File: src/rtl/countdown_timer_if.sv
// countdown_timer_if: timer control/status bundle; master drives load/load_min/load_sec/start/stop/clear and reads minutes/seconds/status/expired/alarm, slave is the timer
interface countdown_timer_if;
  logic       load;
  logic [7:0] load_min;
  logic [5:0] load_sec;
  logic       start;
  logic       stop;
  logic       clear;
  logic [7:0] minutes;
  logic [5:0] seconds;
  logic [1:0] status;
  logic       expired;
  logic       alarm;
  modport master (
    output load, load_min, load_sec, start, stop, clear,
    input  minutes, seconds, status, expired, alarm
  );
  modport slave (
    input  load, load_min, load_sec, start, stop, clear,
    output minutes, seconds, status, expired, alarm
  );
endinterface

File: src/rtl/countdown_timer.sv
// countdown_timer: loadable mm:ss countdown with alarm; clk, rst_n (sync active-low), bus.slave carries commands in and time/status/expired/alarm out
module countdown_timer #(
  parameter int TICKS_PER_SEC = 100000000
) (
  input logic              clk,
  input logic              rst_n,
  countdown_timer_if.slave bus
);
  localparam int PW = $clog2(TICKS_PER_SEC);
  typedef enum logic [1:0] {IDLE = 2'b00, RUN = 2'b01, PAUSED = 2'b10, EXPIRED = 2'b11} state_t;
  state_t        st_q, st_d;
  logic [7:0]    min_q, min_d;
  logic [5:0]    sec_q, sec_d;
  logic [PW-1:0] ps_q, ps_d;
  logic          exp_q, exp_d;
  logic          tick, zero;
  assign tick = ps_q == PW'(TICKS_PER_SEC - 1);
  assign zero = min_q == 8'd0 && sec_q == 6'd0;
  always_comb begin
    st_d  = st_q;
    min_d = min_q;
    sec_d = sec_q;
    ps_d  = ps_q;
    exp_d = 1'b0;
    if (bus.clear) begin
      st_d  = IDLE;
      min_d = '0;
      sec_d = '0;
      ps_d  = '0;
    end else if (bus.load && st_q != RUN) begin
      st_d  = IDLE;
      min_d = bus.load_min;
      sec_d = bus.load_sec > 6'd59 ? 6'd59 : bus.load_sec;
      ps_d  = '0;
    end else if (st_q == RUN) begin
      // the stop edge still counts as a running edge, so a paused partial second resumes where it left off
      ps_d = tick ? '0 : ps_q + 1'b1;
      if (tick) begin
        min_d = sec_q == 6'd0 ? min_q - 1'b1 : min_q;
        sec_d = sec_q == 6'd0 ? 6'd59 : sec_q - 1'b1;
      end
      if (tick && min_q == 8'd0 && sec_q == 6'd1) begin
        st_d  = EXPIRED;
        exp_d = 1'b1;
      end else if (bus.stop)
        st_d = PAUSED;
    end else if (bus.start && !bus.stop && st_q != EXPIRED && !zero)
      st_d = RUN;
  end
  always_ff @(posedge clk) begin
    if (!rst_n) begin
      st_q  <= IDLE;
      min_q <= '0;
      sec_q <= '0;
      ps_q  <= '0;
      exp_q <= 1'b0;
    end else begin
      st_q  <= st_d;
      min_q <= min_d;
      sec_q <= sec_d;
      ps_q  <= ps_d;
      exp_q <= exp_d;
    end
  end
  assign bus.minutes = min_q;
  assign bus.seconds = sec_q;
  assign bus.status  = st_q;
  assign bus.expired = exp_q;
  assign bus.alarm   = st_q == EXPIRED;
endmodule
File: src/flat_wrapper.sv
// flat-port wrapper written by rule: the top's interface ports become plain ports
module countdown_timer_flat 
#(
  parameter int TICKS_PER_SEC = 100000000
)
  (clk, rst_n, bus_load, bus_load_min, bus_load_sec, bus_start, bus_stop, bus_clear, bus_minutes, bus_seconds, bus_status, bus_expired, bus_alarm);
  countdown_timer_if bus_i ();
  input logic clk;
  input logic rst_n;
  input wire logic [$bits(bus_i.load)-1:0] bus_load;
  input wire logic [$bits(bus_i.load_min)-1:0] bus_load_min;
  input wire logic [$bits(bus_i.load_sec)-1:0] bus_load_sec;
  input wire logic [$bits(bus_i.start)-1:0] bus_start;
  input wire logic [$bits(bus_i.stop)-1:0] bus_stop;
  input wire logic [$bits(bus_i.clear)-1:0] bus_clear;
  output wire logic [$bits(bus_i.minutes)-1:0] bus_minutes;
  output wire logic [$bits(bus_i.seconds)-1:0] bus_seconds;
  output wire logic [$bits(bus_i.status)-1:0] bus_status;
  output wire logic [$bits(bus_i.expired)-1:0] bus_expired;
  output wire logic [$bits(bus_i.alarm)-1:0] bus_alarm;
  assign bus_i.load = bus_load;
  assign bus_i.load_min = bus_load_min;
  assign bus_i.load_sec = bus_load_sec;
  assign bus_i.start = bus_start;
  assign bus_i.stop = bus_stop;
  assign bus_i.clear = bus_clear;
  assign bus_minutes = bus_i.minutes;
  assign bus_seconds = bus_i.seconds;
  assign bus_status = bus_i.status;
  assign bus_expired = bus_i.expired;
  assign bus_alarm = bus_i.alarm;
  countdown_timer #(.TICKS_PER_SEC(TICKS_PER_SEC)) u_core (.clk(clk), .rst_n(rst_n), .bus(bus_i));
endmodule
File: config.mk
export PLATFORM = sky130hd
export DESIGN_NAME = countdown_timer_flat
export DESIGN_NICKNAME = d
export VERILOG_FILES = /design/src/rtl/countdown_timer_if.sv /design/src/rtl/countdown_timer.sv /design/src/flat_wrapper.sv
export SDC_FILE = /design/constraint.sdc
export NUM_CORES = 1
export LEC_CHECK = 0
export CAP_MARGIN = 30
export CORE_MARGIN = 1
export CORE_UTILIZATION = 40
export CTS_BUF_LIST = sky130_fd_sc_hd__clkbuf_8
export CTS_CLUSTER_DIAMETER = 150
export DETAILED_ROUTE_END_ITERATION = 6
export PLACE_DENSITY = 0.64
export SLEW_MARGIN = 20
export SYNTH_ARGS = -nofsm -noshare
export SYNTH_HDL_FRONTEND = slang
export SYNTH_SLANG_ARGS = --single-unit
File: constraint.sdc
create_clock -name clk -period 3.3 [get_ports clk]
set_clock_uncertainty 0.1 [all_clocks]
set_input_delay 0.495 -clock clk [delete_from_list [all_inputs] [get_ports clk]]
set_output_delay 0.495 -clock clk [all_outputs]
set_load 0.05 [all_outputs]
After elaboration in Yosys (flattened, before gate mapping):

Cells that the tools add are included.

* $add $sub $neg: 3
* multiply operators: 0
* div/mod/pow operators: 0
* magnitude comparators: 1
* equal/unequal tests: 7
* shift operators: 0
* multiplexer cells: 15
* bitwise logic cells: 2
* reduce and logical (&&, ||, !) cells: 21

Operators with widths (number)
* 8-bit two-way mux: 4
* 6-bit two-way mux: 5
* 27-bit by 1-bit adder with 27-bit output (second input constant): 1
* 27-bit == test (second input constant): 1
* 27-bit two-way mux: 1
* 8-bit zero test: 1
* 2-bit two-way mux: 4
* 2-bit nonzero test: 4
* 8-bit by 1-bit subtractor with 8-bit output (second input constant): 1
* 1-bit logical AND: 7
* 6-bit by 1-bit == test with 1-bit output (second input constant): 1
* 6-bit greater-than comparator (second input constant): 1
* 6-bit zero test: 1
* 6-bit by 1-bit subtractor with 6-bit output (second input constant): 1
* 2-bit AND reduction: 2
* 4-bit OR reduction: 1
* 3-bit != test (second input constant): 1
* 3-bit AND reduction: 1
* 3-bit OR reduction: 1
* 2-bit by 1-bit == test with 1-bit output (second input constant): 1
* 2-bit == test (second input constant): 1
* 1-bit zero test: 2
* 2-bit by 1-bit != test with 1-bit output (second input constant): 1
* 2-bit != test (second input constant): 1
* 3 further kinds: 4

* register bits: 44
* bits in latches: 0
* memory bits (writable): 0
* bits in read-only memories: 0
* input port bits: 20
* output and inout port bits: 18
* logic and storage cells: 54
* memories kept: 0

Depth between registers and ports, before layout:

* word-level depth: 6
* depth in mapped cells: 7
* depth with buffers taken out: 7

Worst setup path after synthesis:

Ideal clock, no wire load.

* kind: register to register
* from: register u_core.st_q[0], in the netlist u_core.bus.status[0]
* to: register u_core.ps_q[23]
* library setup time: 72 ps
* arrival time: 2338 ps
* data required time: 3128 ps
* path slack: 789 ps
* cell stages (with the launch flop): 7
* path buffers: 1
* clock period less this slack: 2511 ps
* cell sequence: dfxtp_1 nand2b_1 clkbuf_1 nor3_1 nand4_1 or4_1 a21oi_1

* cells in the longest elaborated chain, start to end: 3
* elaborated cells between the ends (all ways): 4
* classes of those cells: eq/ne (2); reduce/logical (2)

RTL lines
* start: declaration: line countdown_timer.sv:11 `state_t st_q, st_d;`
* start signal: assignment: line countdown_timer.sv:58 `st_q <= st_d;`
* 2-bit by 1-bit != test with 1-bit output: line countdown_timer.sv:30 `end else if (bus.load && st_q != RUN) begin`
* 1-bit logical AND: line countdown_timer.sv:30
* 3-bit OR reduction (no line)
* end signal: assignment: line countdown_timer.sv:61 `ps_q <= ps_d;`
* end: declaration: line countdown_timer.sv:14 `logic [PW-1:0] ps_q, ps_d;`

Parallel ways exist; a longest one is shown, timed or not.
A chain may end at the register's enable or synchronous reset.

Worst setup path in the final report:

* from: register u_core.st_q[0], in the netlist u_core.bus.status[0]
* to: register u_core.ps_q[14]

The elaborated chain is that of the path after synthesis.

==> summary.md <==
| Metric | Value |
|---|---|
| Leakage power | 0.9363 nW |
| Startpoint types | register |
| Comb power frac | 0.140 |
| Seq/Total Area, Yosys | 0.3661 |
| Sequential share of power | 0.524 |
| Max cap viols | 0 |
| Top cells by area, synth | dfxtp_1, xor2_1, nor2_1, a21oi_1, xnor2_1 |
| Antenna violations before repair | 0 |
| Die Area | 0.006329 mm² |
| Layout area overhead | 21.74% |
| Syn. warnings | 0 |
| First-pass GRT wire length | 9729 µm |
| CTS tree | yes |
| Postcts setup bufs | 0 |
| CTS buffer count | 5 |
| Die height | 79.56 µm |
| Largest net degree at the start of global routing | 28 |
| Peak supply drop | 0.2566 mV |
| Synth cell types | 49 |
| Fin crit share | 0.8289 |
| Max incr delay on CP | 830 ps |
| Syn avg cell area | 8.297 µm² |
| WL per Instance | 14.64 µm |
| Post-layout util | 0.5192 |
| Overall Power | 1.045 mW |
| Sum Neg Setup Slack | 0 ps |
| Reg-to-reg startpoint | u_core.bus.status[0] |
| Post-CTS sizing | 0 |
| R2R Path End | u_core.ps_q[14] |
| Synthesized area | 0.002406 mm² |
| Root Buffer | clkbuf_8 |
| Fin crit period | 2735 ps |
| Non-Filler Cell Area, Final | 0.002929 mm² |
| Antenna cells | 0 |
| Power per cell area | 356.8 mW/mm² |
| Crit end category | register |
| CP Depth | 7 |
| Nets@finish | 350 |
| Share of Yosys cell area claimed by the top area cell type | 0.3661 |
| Core area | 0.005642 mm² |
| Syn nets | 315 |
| Switching Share | 0.2651 |
| Int Power | 0.7680 mW |
| CP max-delay cell | nor4_1 |
| Worst Setup SP | u_core.bus.status[0] |
| Die width | 79.56 µm |
| Switching power | 0.2771 mW |
| Top FF cell, synth | dfxtp_1 |
| #FFs+latches synth | 44 |
| Pre-antenna DRT Iters | 4 |
| Hpwl dp | 4215 µm |
| Slew @ Worst Pin | 950.9 ps |
| Final wirelength | 5827 µm |
| CTS H-tree depth | 2 |
| Global route overflow | 0 |
| Clock network power share | 0.336 |
| Placed instance area | 0.002836 mm² |
| CP bufs+invs | 2 |
| FF-to-FF path depth | 7 |
| Clk slew on worst S/H paths | 90 ps |
| Top delay family on crit path | simple AND/OR/NAND/NOR gates |
| I/O pin total | 38 |
| CP cell instances | nand2b_1 -> buf_4 -> nor4_1 -> a21oi_1 -> nand2_1 -> buf_4 -> nor2_1 |
| Port Buffers | 37 |
| Drt first-iter violations | 119 |
| Skew-Pair Late Insertion Delay | 300 ps |
| GRT Total Usage | 0.1978 |
| Final hold vios | 0 |
| Number of synthesized flops with an enable pin | 0 |
| Clk sinks | 44 |
| Ys async rst share | 0 |
| Row Count | 27 |
| Hold Path Stages | 2 |
| RSZ-0062 raised after global routing | false |
| CP endpoint | u_core.ps_q[14] |
| Reg-to-reg slack, setup | 560 ps |
| DRC violations left | 0 |
| Vias/cell | 5.631 |
| CP arrival | 2820 ps |
| Fill cell count | 548 |
| Max-slew headroom | 0.3603 |
| Area leader, netlist | dfxtp_1 |
| Vias | 2241 |
| Clk buf depth | 2 |
| Setup violations, final | 0 |
| Starting Density | 0.4265 |
| Max Slew Vio Count | 0 |
| RePlAce Congestion | 0.8426 |
| Hold Crit Class | reg2reg |
| Setup CP Type | reg2reg |
| Vias in the first global route | 2005 |
| CP dominant cell by count | buf_4 |
| Final ANT Viol Nets | 0 |
| F_max | 365.6 MHz |
| Worst-path maximum fanout | 27 |
| Layout cells sized above 1 | 0.07055 |
| Synth Instances | 290 |
| CTS Hold Buffers Added | 0 |
| Status | finished clean |
| WP data required | 3380 ps |
-- through the flow --
stage | hold slack [ps] | setup slack, ps | std cells
global route | 439.8 | 312.4 | 398
CTS | 392.5 | 605.7 | 398
global placement | 370.1 | 726.2 | 390
detailed placement | 380.2 | 600.2 | 390
floorplan | 351.7 | 789.5 | 290
finish | 393.1 | 564.7 | 398
-- power by group through the flow --
stage	clock network [mW]	registers (mW)	logic [mW]
final	0.351	0.548	0.146
after global routing	0.391	0.549	0.161
after CTS	0.362	0.548	0.146
after detailed placement	0	0.560	0.145
after global placement	0	0.560	0.145
after floorplan	0	0.584	0.0650
-- flip-flops by register name, indices dropped and copies added (netlist names) --
| name | cells |
|---|---|
| u_core.bus.expired | 1 |
| u_core.bus.minutes | 8 |
| u_core.bus.seconds | 6 |
| u_core.bus.status | 2 |
| u_core.ps_q | 27 |
-- worst min-delay path by stage --
stage | from | to | slack, ps
2_1_floorplan | u_core.ps_q[24] | u_core.ps_q[24] | 350
3_3_place_gp | u_core.ps_q[24] | u_core.ps_q[24] | 370
3_5_place_dp | u_core.ps_q[24] | u_core.ps_q[24] | 380
4_1_cts | u_core.ps_q[24] | u_core.ps_q[24] | 390
5_1_grt | u_core.bus.seconds[5] | u_core.bus.seconds[5] | 440
6_report | u_core.ps_q[24] | u_core.ps_q[24] | 390
-- worst register-to-register path: cells and delay by family, from the launching register on --
kind	cells	cell delay (ps)
simple gates	4	1190
buf+inv	2	480
flops	1	440
compound gates	1	400
-- Yosys cell counts, types with 3 or more instances --
master	n
a31oi_1	6
nor4_1	8
and4_1	3
xor2_1	14
buf_2	3
nor3_1	7
or3_1	8
ha_1	5
nand2b_1	3
xnor2_1	10
or4_1	7
o31ai_1	5
nand2_1	23
nand4_1	12
and3_1	6
a211oi_1	3
nor2_1	32
o21ai_0	12
inv_1	8
clkbuf_1	8
a21oi_1	18
dfxtp_1	44
nand3_1	13
-- cell usage in the layout (no fill, tap or decap), drive strengths merged, types with 4 or more instances in the layout --
| cell | count |
|---|---|
| a21oi | 18 |
| and4 | 5 |
| nor3 | 7 |
| clkdlybuf4s50 | 37 |
| nand2 | 23 |
| nor2 | 32 |
| nor4 | 9 |
| or4b | 4 |
| ha | 5 |
| o21ai | 12 |
| inv | 8 |
| nand4 | 13 |
| and3 | 6 |
| buf | 4 |
| a31oi | 6 |
| clkbuf | 6 |
| dfxtp | 44 |
| xnor2 | 10 |
| xor2 | 14 |
| nand3 | 13 |
| or3 | 8 |
| o31ai | 5 |
| or4 | 8 |
-- final cells by class --
cell class              count  area, µm²  share of cell area
clock inverters             2      10.01            0.003417
repair buffers             41      400.4              0.1367
inverters                   8      30.03             0.01025
well taps                  72      90.09             0.03076
multi-input cells         225       1435              0.4900
flip-flops and latches     44      880.8              0.3007
clock buffers               6      82.58             0.02819
-- layer usage --
layer / global-route usage / share of wire
met2: 0.2966 / 0.45
met5: 0 / 0
met3: 0.03886 / 0.048
met1: 0.2786 / 0.49
met4: 0.06909 / 0.015
-- kinds of logic after synthesis --
| logic type | count (synthesis) | synth area share |
|---|---|---|
| multiplexers | 1 | 0.004680 |
| adder cells (fa/ha/maj) | 5 | 0.02600 |
| AND/OR/NAND/NOR | 139 | 0.3313 |
| XOR/XNOR | 24 | 0.08736 |
| AO/OA/AOI/OAI | 56 | 0.1472 |
| buffers and inverters | 21 | 0.03744 |
| flip-flops | 44 | 0.3661 |
Power figures use the tool's default switching activity.
